--- src/rtl/bitwise_result_stage_if.sv ---
// Handshake bundle for the BitWise result stage: upstream result in, annotated head entry out.
interface bitwise_result_stage_if #(
  parameter int N     = 32,
  parameter int CNT_W = 16
);
  logic             in_valid;
  logic             in_ready;
  logic [N-1:0]     in_c;
  logic             out_valid;
  logic             out_ready;
  logic [N-1:0]     out_data;
  logic             out_zero;
  logic             out_ones;
  logic             out_parity;
  logic [CNT_W-1:0] accept_count;

  modport slave (
    input  in_valid, in_c, out_ready,
    output in_ready, out_valid, out_data, out_zero, out_ones, out_parity, accept_count
  );

  modport master (
    output in_valid, in_c, out_ready,
    input  in_ready, out_valid, out_data, out_zero, out_ones, out_parity, accept_count
  );
endinterface

--- src/rtl/bitwise_result_stage.sv ---
// Registered result stage: 2-entry skid buffer that tags each BitWise result with
// zero / all-ones / parity flags and counts accepted results.
//
//   state | meaning
//   EMPTY | no entry buffered, out_valid=0
//   ONE   | head entry valid, second slot free
//   FULL  | head and second slot valid, in_ready=0
module bitwise_result_stage #(
  parameter int N     = 32,
  parameter int CNT_W = 16
) (
  input  logic                   clk,
  input  logic                   rst,
  bitwise_result_stage_if.slave  bus
);
  typedef enum logic [1:0] {EMPTY, ONE, FULL} state_t;

  state_t           state, state_nxt;
  logic [N+2:0]     head_q, second_q;   // {parity, ones, zero, data}
  logic [N+2:0]     in_entry;
  logic             in_ready_q;
  logic [CNT_W-1:0] count_q;
  logic             out_valid_c;
  logic             push, pop;
  logic             load_head_in, load_second, head_from_second;

  assign in_entry = {^bus.in_c, &bus.in_c, ~|bus.in_c, bus.in_c};
  assign push     = bus.in_valid & in_ready_q;
  assign pop      = out_valid_c & bus.out_ready;

  always_ff @(posedge clk or posedge rst) begin
    if (rst) state <= EMPTY;
    else     state <= state_nxt;
  end

  always_comb begin
    state_nxt = state;
    case (state)
      EMPTY:   if (push) state_nxt = ONE;
      ONE:     if (push && !pop) state_nxt = FULL;
               else if (!push && pop) state_nxt = EMPTY;
      FULL:    if (pop) state_nxt = ONE;
      default: state_nxt = EMPTY;
    endcase
  end

  always_comb begin
    out_valid_c      = (state != EMPTY);
    load_head_in     = 1'b0;
    load_second      = 1'b0;
    head_from_second = 1'b0;
    case (state)
      EMPTY:   load_head_in = push;
      ONE: begin
        load_head_in = push & pop;
        load_second  = push & ~pop;
      end
      FULL:    head_from_second = pop;
      default: ;
    endcase
  end

  // in_ready is a flop off next-state so out_ready never reaches it combinationally
  always_ff @(posedge clk or posedge rst) begin
    if (rst) begin
      in_ready_q <= 1'b0;
      count_q    <= '0;
      head_q     <= '0;
      second_q   <= '0;
    end else begin
      in_ready_q <= (state_nxt != FULL);
      if (push)             count_q  <= count_q + CNT_W'(1);
      if (load_head_in)     head_q   <= in_entry;
      if (head_from_second) head_q   <= second_q;
      if (load_second)      second_q <= in_entry;
    end
  end

  assign bus.in_ready     = in_ready_q;
  assign bus.out_valid    = out_valid_c;
  assign bus.out_data     = head_q[N-1:0];
  assign bus.out_zero     = head_q[N];
  assign bus.out_ones     = head_q[N+1];
  assign bus.out_parity   = head_q[N+2];
  assign bus.accept_count = count_q;
endmodule

--- src/flat_wrapper.sv ---
// flat-port wrapper written by rule: the top's interface ports become plain ports
module bitwise_result_stage_flat 
#(
  parameter int N     = 32,
  parameter int CNT_W = 16
)
  (clk, rst, bus_in_valid, bus_in_c, bus_out_ready, bus_in_ready, bus_out_valid, bus_out_data, bus_out_zero, bus_out_ones, bus_out_parity, bus_accept_count);
  bitwise_result_stage_if #(.N(N), .CNT_W(CNT_W)) bus_i ();
  input  logic clk;
  input  logic rst;
  input wire logic [$bits(bus_i.in_valid)-1:0] bus_in_valid;
  input wire logic [$bits(bus_i.in_c)-1:0] bus_in_c;
  input wire logic [$bits(bus_i.out_ready)-1:0] bus_out_ready;
  output wire logic [$bits(bus_i.in_ready)-1:0] bus_in_ready;
  output wire logic [$bits(bus_i.out_valid)-1:0] bus_out_valid;
  output wire logic [$bits(bus_i.out_data)-1:0] bus_out_data;
  output wire logic [$bits(bus_i.out_zero)-1:0] bus_out_zero;
  output wire logic [$bits(bus_i.out_ones)-1:0] bus_out_ones;
  output wire logic [$bits(bus_i.out_parity)-1:0] bus_out_parity;
  output wire logic [$bits(bus_i.accept_count)-1:0] bus_accept_count;
  assign bus_i.in_valid = bus_in_valid;
  assign bus_i.in_c = bus_in_c;
  assign bus_i.out_ready = bus_out_ready;
  assign bus_in_ready = bus_i.in_ready;
  assign bus_out_valid = bus_i.out_valid;
  assign bus_out_data = bus_i.out_data;
  assign bus_out_zero = bus_i.out_zero;
  assign bus_out_ones = bus_i.out_ones;
  assign bus_out_parity = bus_i.out_parity;
  assign bus_accept_count = bus_i.accept_count;
  bitwise_result_stage #(.N(N), .CNT_W(CNT_W)) u_core (.clk(clk), .rst(rst), .bus(bus_i));
endmodule
--- config.mk ---
export PLATFORM = sky130hd
export DESIGN_NAME = bitwise_result_stage_flat
export DESIGN_NICKNAME = d
export VERILOG_FILES = /design/src/rtl/bitwise_result_stage_if.sv /design/src/rtl/bitwise_result_stage.sv /design/src/flat_wrapper.sv
export SDC_FILE = /design/constraint.sdc
export NUM_CORES = 1
export LEC_CHECK = 0
export ABC_AREA = 0
export CAP_MARGIN = 5
export CORE_UTILIZATION = 55
export DETAILED_ROUTE_END_ITERATION = 8
export PLACE_DENSITY = 0.85
export SLEW_MARGIN = 20
export SYNTH_ARGS = -nofsm -noshare
export SYNTH_HDL_FRONTEND = slang
export SYNTH_SLANG_ARGS = --single-unit
--- constraint.sdc ---
create_clock -name clk -period 7.4 [get_ports clk]
set_input_delay 2.22 -clock clk [delete_from_list [all_inputs] [get_ports clk]]
set_output_delay 2.22 -clock clk [all_outputs]
set_load 0.005 [all_outputs]
==> reports/metrics.cfg <==
[die]
fp.dieW_microns = 91
fp-row-count = 32
fp.coreArea_sq_mm = 0.00769
die_h_microns = 91
ios = 89
start_util = 0.567
die_area_sq_mm = 0.00828

[status]
status = finished, final reports clean

[power_and_ir_drop]
p_seq_frac = 0.471
power.internal_mw = 1.18
power_frac_comb = 0.360
p_per_area_mw_per_mm2 = 316
swShare = 0.315
vdd_drop_max_v = 0.000168
p_clk_frac = 0.169
p_sw_mw = 0.544
leakagePower_nw = 2.58

[critical_path]
cpPeakStageDelay_ns = 0.64
crit_family = simple AND/OR/NAND/NOR gates
cp_max_fo = 28
r2r_slack_ns = 5.32
start_kind = primary input
crit_chain = clkdlybuf4s50_1 -> nand2_2 -> nor2_1 -> nand2_1 -> o22ai_1 -> a21oi_1
path_class = primary input to flop
cp_data_arrival_time_ns = 4.15
path_buf_inv = 1
slowest_stage = nand2_1
cp-end-kind = flop
worst_ep_required_time_ns = 7.61

[hold_path]
min_path_type = flop to flop

[layout]
fin_nets = 553
fin_util = 0.710
design_area_sq_mm = 0.00546
drive_gt1_frac = 0.115
diodes = 0
area_delta_synth_final_pct = 25.3

[cts]
clk_path_buf_depth = 2
h-tree-depth = 3
cts_setup_buffers = 0
clock-sinks = 89
cts_resized = 0
cts_tree = done
clock_latency_ns = 0.36
cts_root_buffer = clkbuf_8
cts_inserted_buffers = 9
cts-hold-fix-buffers = 0
clk_pin_slew_ns = 0.09

[grt]
grt_pass1_vias = 3125
grt_usage = 0.227
grt_overflow_total = 0
grt_pass1_wl_mm = 14.7
grt_start_max_net_pins = 73
antenna_found_initial = 0

[yosys]
synth.distinct_cells = 30
synth-seq-cells = 89
syn_nets = 465
synth_seq_area_share = 0.511
synth_area_per_cell_sq_um = 11.0
syn-cell-area_sq_mm = 0.00436
ys_warn_count = 0
synthCells = 396

[detailed_routing]
ant_nets = 0
via_per_inst = 5.33
drc = 0
vias = 3149
drt_pass1_iterations = 4
drtIter0Drc = 124
wirelength_mm = 8.83
wl_per_cell_microns = 14.9

[timing]
slew_viol_final = 0
finalCritPeriodShare = 0.532
tightest_slew_ns = 1.01
slew_headroom = 0.323
fin_tns_setup_ns = 0
period_needed_ns = 3.94
rsz0062_at_grt = false
max_freq_mhz = 254
hold_viol = 0
skew_ns = 0.00668
finalSetupViolations = 0

[placed_design]
globalplace.congestion = 0.773
hpwlAfterDp_mm = 6.30
io_buffers = 88
place_area_sq_mm = 0.00530

[job]
maxCapViolations = 0

-- worst reg2reg max path, stage by stage (launching register included) --
cell and delay [ns]:
dfrtp_1 0.49, and2b_1 0.24, and2_1 0.29, nor2_4 0.72, a22oi_1 0.12, o21ai_0 0.12
-- layer usage --
metal,vias to the layer above,wire (microns),GRT usage
li1,1495,-,-
met1,1558,3930,0.292
met2,85,4380,0.384
met3,11,390,0.0503
met4,0,126,0.0661
met5,-,0,0
-- cells in the mapped netlist, drive strengths merged --
cell / count / area (sq um)
a21oi: 31 / 155
a22oi: 8 / 60.1
and2: 2 / 12.5
and2b: 1 / 7.51
and3: 3 / 18.8
buf: 9 / 71.3
clkbuf: 4 / 15.0
dfrtp: 89 / 2230
ha: 33 / 413
inv: 61 / 229
mux2: 34 / 383
nand2: 31 / 119
nand2b: 1 / 8.76
nand4: 13 / 81.3
nor2: 9 / 41.3
nor2b: 1 / 6.26
nor3: 2 / 21.3
nor3b: 1 / 18.8
nor4: 2 / 12.5
o21ai: 1 / 5.00
o22ai: 28 / 175
or2: 2 / 12.5
xnor2: 23 / 201
xor2: 7 / 61.3
-- registers in the layout, indices dropped and copies added (netlist names) --
register                 count
u_core.second_q             35
u_core.state                 2
u_core.bus.in_ready          1
u_core.head_q               35
u_core.bus.accept_count     16
-- final timing paths --
kind | end | cells past startpoint | startpoint
min in group asynchronous | u_core.bus.accept_count[11]$_DFFE_PP0P_ | 2 | rst
hold / removal | u_core.bus.accept_count[15]$_DFFE_PP0P_ | 1 | u_core.bus.accept_count[15]$_DFFE_PP0P_
setup / recovery | u_core.head_q[12]$_DFFE_PP0P_ | 6 | bus_in_valid
setup reg to reg | u_core.head_q[34]$_DFFE_PP0P_ | 5 | u_core.state[1]$_DFF_PP0_
hold reg to reg | u_core.bus.accept_count[15]$_DFFE_PP0P_ | 1 | u_core.bus.accept_count[15]$_DFFE_PP0P_
max in group asynchronous | u_core.second_q[29]$_DFFE_PP0P_ | 3 | rst
-- layout by cell type, fill, tap and decap left out, types with 2 or more instances in the layout --
cell type and n:
xor2_1 7, o22ai_1 28, a21oi_1 31, dfrtp_1 89
and3_1 3, nand2_1 30, buf_4 2, nor2_1 8
mux2_1 2, or2_2 2, clkdlybuf4s50_1 88, ha_1 33
clkbuf_1 2, nor4_1 2, clkinvlp_4 3, a22oi_1 8
mux2_2 32, clkinv_2 3, inv_1 60, and2_1 2
nand4_1 13, xnor2_1 23, clkbuf_8 9
-- kinds of logic after synthesis --
| family | synth area share |
|---|---|
| muxes | 0.0879 |
| buffers and inverters | 0.0724 |
| AOI/OAI and AO/OA | 0.0908 |
| adders and majority gates | 0.0948 |
| and+or+nand+nor | 0.0827 |
| DFF | 0.511 |
| xor gates and xnor gates | 0.0603 |
-- area by class of cell --
class / count / area, sq um
Inverter: 61 / 230
Tap cell: 102 / 128
Timing Repair Buffer: 90 / 896
Clock inverter: 5 / 32.5
Fill cell: 596 / 2230
Clock buffer: 11 / 131
Sequential cell: 89 / 2230
Multi-Input combinational cell: 233 / 1810
-- through the flow --
step | hold WS, ns | total power [mW] | std cells | setup WS, ns
floorplan | 0.459 | 1.13 | 396 | 2.87
global placement | 0.458 | 1.41 | 575 | 3.19
detailed placement | 0.458 | 1.45 | 575 | 3.13
CTS | 0.473 | 1.74 | 591 | 3.45
global route | 0.483 | 1.84 | 591 | 3.37
finish | 0.471 | 1.73 | 591 | 3.46
-- power groups by stage --
stage	clock network, mW	logic [mW]	registers, mW
after floorplan	0	0.327	0.802
after global placement	0	0.606	0.808
after detailed placement	0	0.629	0.819
after CTS	0.296	0.632	0.811
after global routing	0.318	0.682	0.836
final	0.292	0.622	0.813
No activity file was read; power rests on OpenSTA's default activity.
